===== config.mk =====
export PLATFORM = sky130hd
export DESIGN_NAME = z80fi_trace_capture
export DESIGN_NICKNAME = d
export VERILOG_FILES = /design/src/rtl/z80fi_trace_capture.sv
export SDC_FILE = /design/constraint.sdc
export NUM_CORES = 1
export LEC_CHECK = 0
export CELL_PAD_IN_SITES_DETAIL_PLACEMENT = 0
export CELL_PAD_IN_SITES_GLOBAL_PLACEMENT = 1
export CORE_ASPECT_RATIO = 2
export CORE_MARGIN = 3
export CORE_UTILIZATION = 38
export CTS_BUF_LIST = sky130_fd_sc_hd__clkbuf_2 sky130_fd_sc_hd__clkbuf_4 sky130_fd_sc_hd__clkbuf_8
export DETAILED_ROUTE_END_ITERATION = 10
export PLACE_DENSITY_LB_ADDON = 0.1
export SLEW_MARGIN = 20
export SYNTH_ARGS = -nofsm -noshare
export SYNTH_HDL_FRONTEND = slang
export SYNTH_SLANG_ARGS = --single-unit

===== constraint.sdc =====
create_clock -name clk -period 1.5 [get_ports clk]
set_input_delay 0.3 -clock clk [delete_from_list [all_inputs] [get_ports clk]]
set_output_delay 0.3 -clock clk [all_outputs]
set_load 0.02 [all_outputs]

===== src/rtl/z80fi_trace_capture.sv =====
// ============================================================================
// z80fi_trace_capture : z80fi packet producer (one packet per retired insn)
// Rev 1.0
// ============================================================================
`default_nettype none

module z80fi_trace_capture #(
    parameter int MAX_INSN_BYTES = 4
) (
    input  logic                                 clk,
    input  logic                                 reset_n,
    input  logic                                 insn_start,
    input  logic                                 fetch_valid,
    input  logic [7:0]                           fetch_byte,
    input  logic                                 insn_done,
    input  logic [15:0]                          reg_ip,
    input  logic [7:0]                           reg_a,
    input  logic [7:0]                           reg_f,
    input  logic [7:0]                           reg_r,
    input  logic                                 reg_iff2,
    output logic                                 z80fi_valid,
    output logic [8*MAX_INSN_BYTES-1:0]          z80fi_insn,
    output logic [$clog2(MAX_INSN_BYTES+1)-1:0]  z80fi_insn_len,
    output logic [15:0]                          z80fi_reg_ip_in,
    output logic [7:0]                           z80fi_reg_a_in,
    output logic [7:0]                           z80fi_reg_f_in,
    output logic [7:0]                           z80fi_reg_r_in,
    output logic                                 z80fi_reg_iff2_in,
    output logic [15:0]                          z80fi_reg_ip_out,
    output logic [7:0]                           z80fi_reg_a_out,
    output logic [7:0]                           z80fi_reg_f_out,
    output logic [7:0]                           z80fi_reg_r_out,
    output logic                                 z80fi_reg_iff2_out,
    output logic                                 z80fi_overflow
);

    localparam int LW = $clog2(MAX_INSN_BYTES + 1);
    localparam int BW = 8 * MAX_INSN_BYTES;
    localparam int SW = 41;

    typedef enum logic [0:0] {
        IDLE    = 1'b0,
        CAPTURE = 1'b1
    } state_t;

    state_t          state_q, state_d;
    logic [BW-1:0]   buf_q, buf_d;
    logic [LW-1:0]   cnt_q, cnt_d;
    logic            ovf_q, ovf_d;
    logic [SW-1:0]   snap_in_q, snap_in_d;

    logic            valid_q, valid_d;
    logic [BW-1:0]   pkt_insn_q, pkt_insn_d;
    logic [LW-1:0]   pkt_len_q, pkt_len_d;
    logic [SW-1:0]   pkt_in_q, pkt_in_d;
    logic [SW-1:0]   pkt_out_q, pkt_out_d;
    logic            pkt_ovf_q, pkt_ovf_d;

    logic [SW-1:0]   regs_now;
    logic [BW-1:0]   fb_buf, st_buf;
    logic [LW-1:0]   fb_cnt, st_cnt;
    logic            fb_ovf;

    assign regs_now = {reg_ip, reg_a, reg_f, reg_r, reg_iff2};

    // Current buffer with this cycle's fetch applied (saturating at MAX).
    always_comb begin
        fb_buf = buf_q;
        fb_cnt = cnt_q;
        fb_ovf = ovf_q;
        if (fetch_valid) begin
            if (cnt_q < LW'(MAX_INSN_BYTES)) begin
                for (int k = 0; k < MAX_INSN_BYTES; k++) begin
                    if (cnt_q == LW'(k)) begin
                        fb_buf[8*k +: 8] = fetch_byte;
                    end
                end
                fb_cnt = cnt_q + LW'(1);
            end else begin
                fb_ovf = 1'b1;
            end
        end
    end

    // Fresh buffer for a newly started instruction, holding byte 0 if fetched.
    always_comb begin
        st_buf      = '0;
        st_buf[7:0] = fetch_valid ? fetch_byte : 8'h00;
        st_cnt      = fetch_valid ? LW'(1) : LW'(0);
    end

    always_comb begin
        state_d    = state_q;
        buf_d      = buf_q;
        cnt_d      = cnt_q;
        ovf_d      = ovf_q;
        snap_in_d  = snap_in_q;
        valid_d    = 1'b0;
        pkt_insn_d = pkt_insn_q;
        pkt_len_d  = pkt_len_q;
        pkt_in_d   = pkt_in_q;
        pkt_out_d  = pkt_out_q;
        pkt_ovf_d  = pkt_ovf_q;

        case (state_q)
            IDLE: begin
                if (insn_start) begin
                    state_d   = CAPTURE;
                    buf_d     = st_buf;
                    cnt_d     = st_cnt;
                    ovf_d     = 1'b0;
                    snap_in_d = regs_now;
                end
            end
            CAPTURE: begin
                if (insn_done) begin
                    valid_d    = 1'b1;
                    pkt_insn_d = fb_buf;
                    pkt_len_d  = fb_cnt;
                    pkt_ovf_d  = fb_ovf;
                    pkt_in_d   = snap_in_q;
                    pkt_out_d  = regs_now;
                    // A same-cycle fetch belongs to the retiring insn, so the
                    // follow-on capture starts empty.
                    if (insn_start) begin
                        buf_d     = '0;
                        cnt_d     = '0;
                        ovf_d     = 1'b0;
                        snap_in_d = regs_now;
                    end else begin
                        state_d = IDLE;
                    end
                end else if (insn_start) begin
                    buf_d     = st_buf;
                    cnt_d     = st_cnt;
                    ovf_d     = 1'b0;
                    snap_in_d = regs_now;
                end else begin
                    buf_d = fb_buf;
                    cnt_d = fb_cnt;
                    ovf_d = fb_ovf;
                end
            end
            default: state_d = IDLE;
        endcase
    end

    always_ff @(posedge clk or negedge reset_n) begin
        if (!reset_n) begin
            state_q    <= IDLE;
            buf_q      <= '0;
            cnt_q      <= '0;
            ovf_q      <= 1'b0;
            snap_in_q  <= '0;
            valid_q    <= 1'b0;
            pkt_insn_q <= '0;
            pkt_len_q  <= '0;
            pkt_in_q   <= '0;
            pkt_out_q  <= '0;
            pkt_ovf_q  <= 1'b0;
        end else begin
            state_q    <= state_d;
            buf_q      <= buf_d;
            cnt_q      <= cnt_d;
            ovf_q      <= ovf_d;
            snap_in_q  <= snap_in_d;
            valid_q    <= valid_d;
            pkt_insn_q <= pkt_insn_d;
            pkt_len_q  <= pkt_len_d;
            pkt_in_q   <= pkt_in_d;
            pkt_out_q  <= pkt_out_d;
            pkt_ovf_q  <= pkt_ovf_d;
        end
    end

    assign z80fi_valid    = valid_q;
    assign z80fi_insn     = pkt_insn_q;
    assign z80fi_insn_len = pkt_len_q;
    assign z80fi_overflow = pkt_ovf_q;

    assign {z80fi_reg_ip_in, z80fi_reg_a_in, z80fi_reg_f_in,
            z80fi_reg_r_in, z80fi_reg_iff2_in}   = pkt_in_q;
    assign {z80fi_reg_ip_out, z80fi_reg_a_out, z80fi_reg_f_out,
            z80fi_reg_r_out, z80fi_reg_iff2_out} = pkt_out_q;

endmodule

`default_nettype wire

# == After elaboration in Yosys (flattened, before gate mapping) ==
# Index checks and enable logic that the tools add are counted.
# totals
in_bits,54
register_bits,197
# classes
reduce_logical,3
n_mux,32
addsub,1
n_eq_ne,5
bitwise,1
order_cmp,1
# ops
op,count
two-way mux 32 bit,6
one-hot mux 32 bit (2 select lines),1
two-way mux 41 bit,1
two-way mux 8 bit,5
two-way mux 3 bit,6
two-way mux 1 bit,10
"equality test 3 x 2 -> 1 bit, second input constant",2
one-hot mux 3 bit (2 select lines),1
one-hot mux 1 bit (2 select lines),2
AND reduction 2 bit,2
"adder 3 x 1 -> 3 bit, second input constant",1
"equality test 3 x 1 -> 1 bit, second input constant",1
zero test 3 bit,1
"less-than comparator 3 bit, second input constant",1
"inequality test 3 bit, second input constant",1
"inequality test 2 bit, second input constant",1
inverter 1 bit,1

# == Logic depth before layout (Yosys ltp) ==
# logic_depth
depth_word,7
mapped_depth,7

# == Least setup slack after synthesis ==
# Ideal clock, no wire load.
# synth_timing
path_kind,flip-flop to flip-flop
start,reg cnt_q[0]
end,reg buf_q[24]
stages_incl_launch_ff,7
arrival_ns,1.491
setup_time_ns,0.123
path_slack_ns,-0.115
period_less_slack_ns,1.615
path_cell_list,dfrtp_1 -> ha_1 -> nand3b_4 -> buf_6 -> or3b_1 -> buf_6 -> mux2i_1
# synth_between
elab_chain_cells,7
# synth_lines
item,line_no,rtl
from (decl),48,"logic [LW-1:0] cnt_q, cnt_d;"
from (signal assigned),164,cnt_q <= cnt_d;
"parallel branches: the longest is 2 deep, another holds less-than comparator 3 bit",-,
two-way mux 32 bit (*),72,if (cnt_q < LW'(MAX_INSN_BYTES)) begin
two-way mux 32 bit (*),71,if (fetch_valid) begin
two-way mux 32 bit (*),133,end else if (insn_start) begin
two-way mux 32 bit (*),116,if (insn_done) begin
one-hot mux 32 bit (2 select lines) (*),105,case (state_q)
to (signal assigned),163,buf_q <= buf_d;
to (decl),47,"logic [BW-1:0] buf_q, buf_d;"
# Every way passes the cells marked *.
# A chain may end at the register's enable or synchronous reset.

# == Worst setup path after layout ==
# layout_timing
start,reg cnt_q[0]
end,reg buf_q[1]
# layout_between
elab_chain_cells,7
# layout_lines
item,line_no
"parallel branches: the longest is 2 deep, another holds less-than comparator 3 bit",-
two-way mux 32 bit (*),72
two-way mux 32 bit (*),71
two-way mux 32 bit (*),133
two-way mux 32 bit (*),116
one-hot mux 32 bit (2 select lines) (*),105
# Marks and branches as above.

==> Flow_metrics.wiki <==
{| class="wikitable"
! Metric !! Value
|-
| Status || finished with violations
|-
| Violations in the final reports || setup timing
|-
| Number of maximum-capacitance violations || 0
|-
| GRT Total Usage || about 18%
|-
| Leakage power || 0.00494 uW
|-
| Share of post-route cells with drive strength above 1 || 41.8%
|-
| Number of hold-slack violations in the final timing report || 0
|-
| Port-buffer cells || ~170
|-
| Sequential cell area in the final layout || 4930 sq um
|-
| Actual transition at the worst max-transition pin || between 0.4 and 0.5 ns
|-
| Clock tree from TritonCTS || done
|-
| Critical Path Source Type || flip-flop
|-
| Detailed-routing iteration count for the pre-antenna-repair pass || 4
|-
| Worst-Skew Late Latency || roughly 0.49 ns
|-
| Horiz. Die Dim || 109 um
|-
| Max frequency || roughly 660 MHz
|-
| Reg2Reg Capture Point || buf_q[1]
|-
| VDD IR max || between 0.0008 and 0.0009 V
|-
| Remaining global-route overflow || 0
|-
| Distinct cells, synth || 32
|-
| Ys async rst share || 100%
|-
| Power density cells || approximately 1200 nW/um^2
|-
| Number of flops mapped to enable cells by yosys || 0
|-
| Class of the tightest hold or removal check || in -> async
|-
| Via count of the first global-routing pass || just under 6,000
|-
| Number of vias per cell || a little under 5
|-
| Arr. time, crit path || around 1.9 ns
|-
| Top cells by instance count after synthesis || 197 x sky130_fd_sc_hd__dfrtp_1, 123 x sky130_fd_sc_hd__mux2_2, 58 x sky130_fd_sc_hd__mux2i_1
|-
| Reg2reg start || cnt_q[0]
|-
| Max-slew headroom at the worst pin || 67.9%
|-
| Number of pins exceeding their max-slew limit in the final report || 0
|-
| Placed wire-length estimate after detailed placement || roughly 14,000 um
|-
| Post-synthesis cell count || 595
|-
| Final WL || ~19,000 um
|-
| Gpl congestion || ~0.74
|-
| Path depth of the worst reg2reg path || 7
|-
| Multi-input logic area || slightly above 3000 sq um
|-
| DIE AREA || 23,300 sq um
|-
| Sequential fraction of the synthesis area || about 60%
|-
| Count of synthesis-stage warnings from yosys || 0
|-
| Area overhead of the layout relative to synthesis || 32.4%
|-
| WL per Instance || between 15 and 20 um
|-
| Critical setup path kind || reg -> reg
|-
| Number of standard-cell rows in the floorplan || between 70 and 80
|-
| Mapped Area || about 8100 sq um
|-
| Wire length of the first global-routing pass || ~31,000 um
|-
| Critical Path End Type || flip-flop
|-
| Buffer levels on the longest clock path || 2
|-
| N_diodes || 0
|-
| Unrepaired setup endpoints after global routing || true
|-
| Number of endpoints failing setup at the final stage || 4
|-
| Clock input transition at the sequential cells of the worst setup and hold paths || 0.10 ns
|-
| Net count after synthesis || around 650
|-
| Net total in the final layout || ~850
|-
| Io pins || about 170
|-
| Post-Place Worst Slack || -0.477 ns
|-
| Synthesized area per cell || around 14 sq um
|-
| Area share of the largest cell type after synthesis || between 60% and 70%
|-
| Worst hold slack || between 0.2 and 0.3 ns
|-
| Core ar. || between 20,000 and 25,000 sq um
|-
| Final-layout fill cell count || a little under 2,000
|-
| Initial DRC count || between 150 and 200
|-
| Total vias in the final route || ~5,300
|-
| Maximum number of pins on one net before global-route repair || 57
|-
| Chip Height || between 200 and 250 um
|-
| Cell with the most instances after synthesis || sky130_fd_sc_hd__dfrtp_1
|-
| Register bit count reported by yosys || 197
|-
| Period Utilization, post-route || 101%
|-
| Skew final || about 0.011 ns
|-
| Primary FF master, synth || sky130_fd_sc_hd__dfrtp_1
|-
| Antenna violation net count after detailed routing || 0
|-
| Initial core utilization || 38.7%
|-
| CTS HTree Levels || 4
|-
| Fin crit period || 1.51 ns
|-
| Worst-case register-to-register setup slack || -0.01 ns
|-
| Initial antenna violation count || 0
|-
| Setup slack of the critical path after layout || -0.0107 ns
|-
| CP Data Required Time || around 1.9 ns
|-
| Cell at the root of the clock tree || sky130_fd_sc_hd__clkbuf_8
|-
| Leading area contributor after synthesis || sky130_fd_sc_hd__dfrtp_1
|-
| Clk sinks || approximately 200
|-
| Final routed DRC violation total || 0
|-
| CTS Buf Count || 17
|-
| Largest cells by area after synthesis || sky130_fd_sc_hd__dfrtp_1 61%, sky130_fd_sc_hd__mux2_2 17%, sky130_fd_sc_hd__mux2i_1 7.1%, sky130_fd_sc_hd__nand2b_1 3.1%, sky130_fd_sc_hd__o21ai_0 2.2%
|-
| Critical path fanouts, max || 12
|}
[logic make-up (layout without fill, tap and decap cells)]
group,after synthesis,count (layout),share of synthesized area (%)
DFF,197,197,60.6
adders and majority gates,4,4,0.615
and+or+nand+nor,117,117,8.21
muxes,181,181,24.2
AOI/OAI and AO/OA,50,50,3.54
buffers and inverters,44,257,2.69
xor gates and xnor gates,2,2,0.215
[cell type report]
| cell class | instances | share of cell area, % |
|---|---|---|
| clock buffers | 19 | 2.43 |
| clock inverters | 13 | 1.46 |
| inverters | 3 | 0.105 |
| multi-input cells | 354 | 28.2 |
| flip-flops and latches | 197 | 45.8 |
| well taps | 269 | 3.12 |
| repair buffers | 222 | 18.9 |
[registers in the layout, indices dropped and copies added (netlist names)]
| register | cells |
|---|---|
| buf_q | 32 |
| cnt_q | 3 |
| ovf_q | 1 |
| pkt_in_q | 41 |
| pkt_out_q | 41 |
| snap_in_q | 41 |
| state_q | 1 |
| z80fi_insn | 32 |
| z80fi_insn_len | 3 |
| z80fi_overflow | 1 |
| z80fi_valid | 1 |
[where the power goes]
| part | leakage [uW] | internal (uW) | switching [uW] |
|---|---|---|---|
| logic | 0.00228 | 1340 | 1500 |
| registers | 0.00244 | 5940 | 320 |
| clock network | 0.000216 | 1630 | 2010 |
[placed cells by master, fill, tap and decap left out, drive strengths merged]
cell type        n
a21oi            2
a31oi            2
and2            10
and3b            1
and4bb           1
buf            113
bufbuf           1
bufinv           2
clkbuf          25
clkdlybuf4s15   50
clkdlybuf4s50   51
clkinv           3
dfrtp          197
dlygate4sd3      1
ha               4
inv             11
mux2           123
mux2i           58
nand2           38
nand2b          40
nand3            8
nand3b           3
nand4b           8
nor2             3
nor2b            2
nor3b            1
o211ai           1
o21ai           36
o221ai           8
o31ai            1
or2              1
or3b             1
xnor2            2
[worst max-delay path, stage by stage (launching register included)]
cell                       delay, ns
sky130_fd_sc_hd__dfrtp_1        0.40
sky130_fd_sc_hd__inv_2          0.06
sky130_fd_sc_hd__ha_1           0.19
sky130_fd_sc_hd__and3b_2        0.25
sky130_fd_sc_hd__buf_12         0.16
sky130_fd_sc_hd__buf_4          0.13
sky130_fd_sc_hd__nand4b_1       0.08
sky130_fd_sc_hd__o221ai_1       0.10
[per-stage QoR]
| stage | power, uW | util [%] | cells | setup TNS (ns) | area [sq um] |
|---|---|---|---|---|---|
| after global placement | 9470 | 50.2 | 1043 | -37.71 | 10600 |
| after CTS | 13100 | 53.0 | 1077 | -0.165 | 11100 |
| after floorplan | 7820 | - | 595 | -0.449 | 8150 |
| after detailed placement | 9540 | 50.2 | 1043 | -37.09 | 10600 |
| after global routing | 13400 | 51.2 | 1077 | -1.14 | 10800 |
| final | 12700 | 51.2 | 1077 | -0.0250 | 10800 |
[worst max path at each step]
stage | from | endpoint
2_1_floorplan | cnt_q[0] | buf_q[24]
3_3_place_gp | insn_done | ovf_q
3_5_place_dp | insn_done | buf_q[2]
4_1_cts | cnt_q[0] | buf_q[1]
5_1_grt | cnt_q[1] | buf_q[1]
6_report | cnt_q[0] | buf_q[1]
[layer usage]
metal  global-route usage, %  up-vias  wire length (um)
met5                       0        -                 0
met2                    32.6      146             10900
li1                        -     2464                 -
met4                    5.29        0               272
met1                    18.7     2652              7000
met3                    6.23       15              1250
[repair_timing]
item                                    in CTS  in global routing
resized for setup                          363                 92
setup buffers                                0                  1
cloned                                       1                  0
hold endpoints to repair                    27                  0
endpoints found under the setup margin     132                102
hold buffers                                 1                  0
pin swaps                                    0                  2
(Power assumes the default switching activity.)
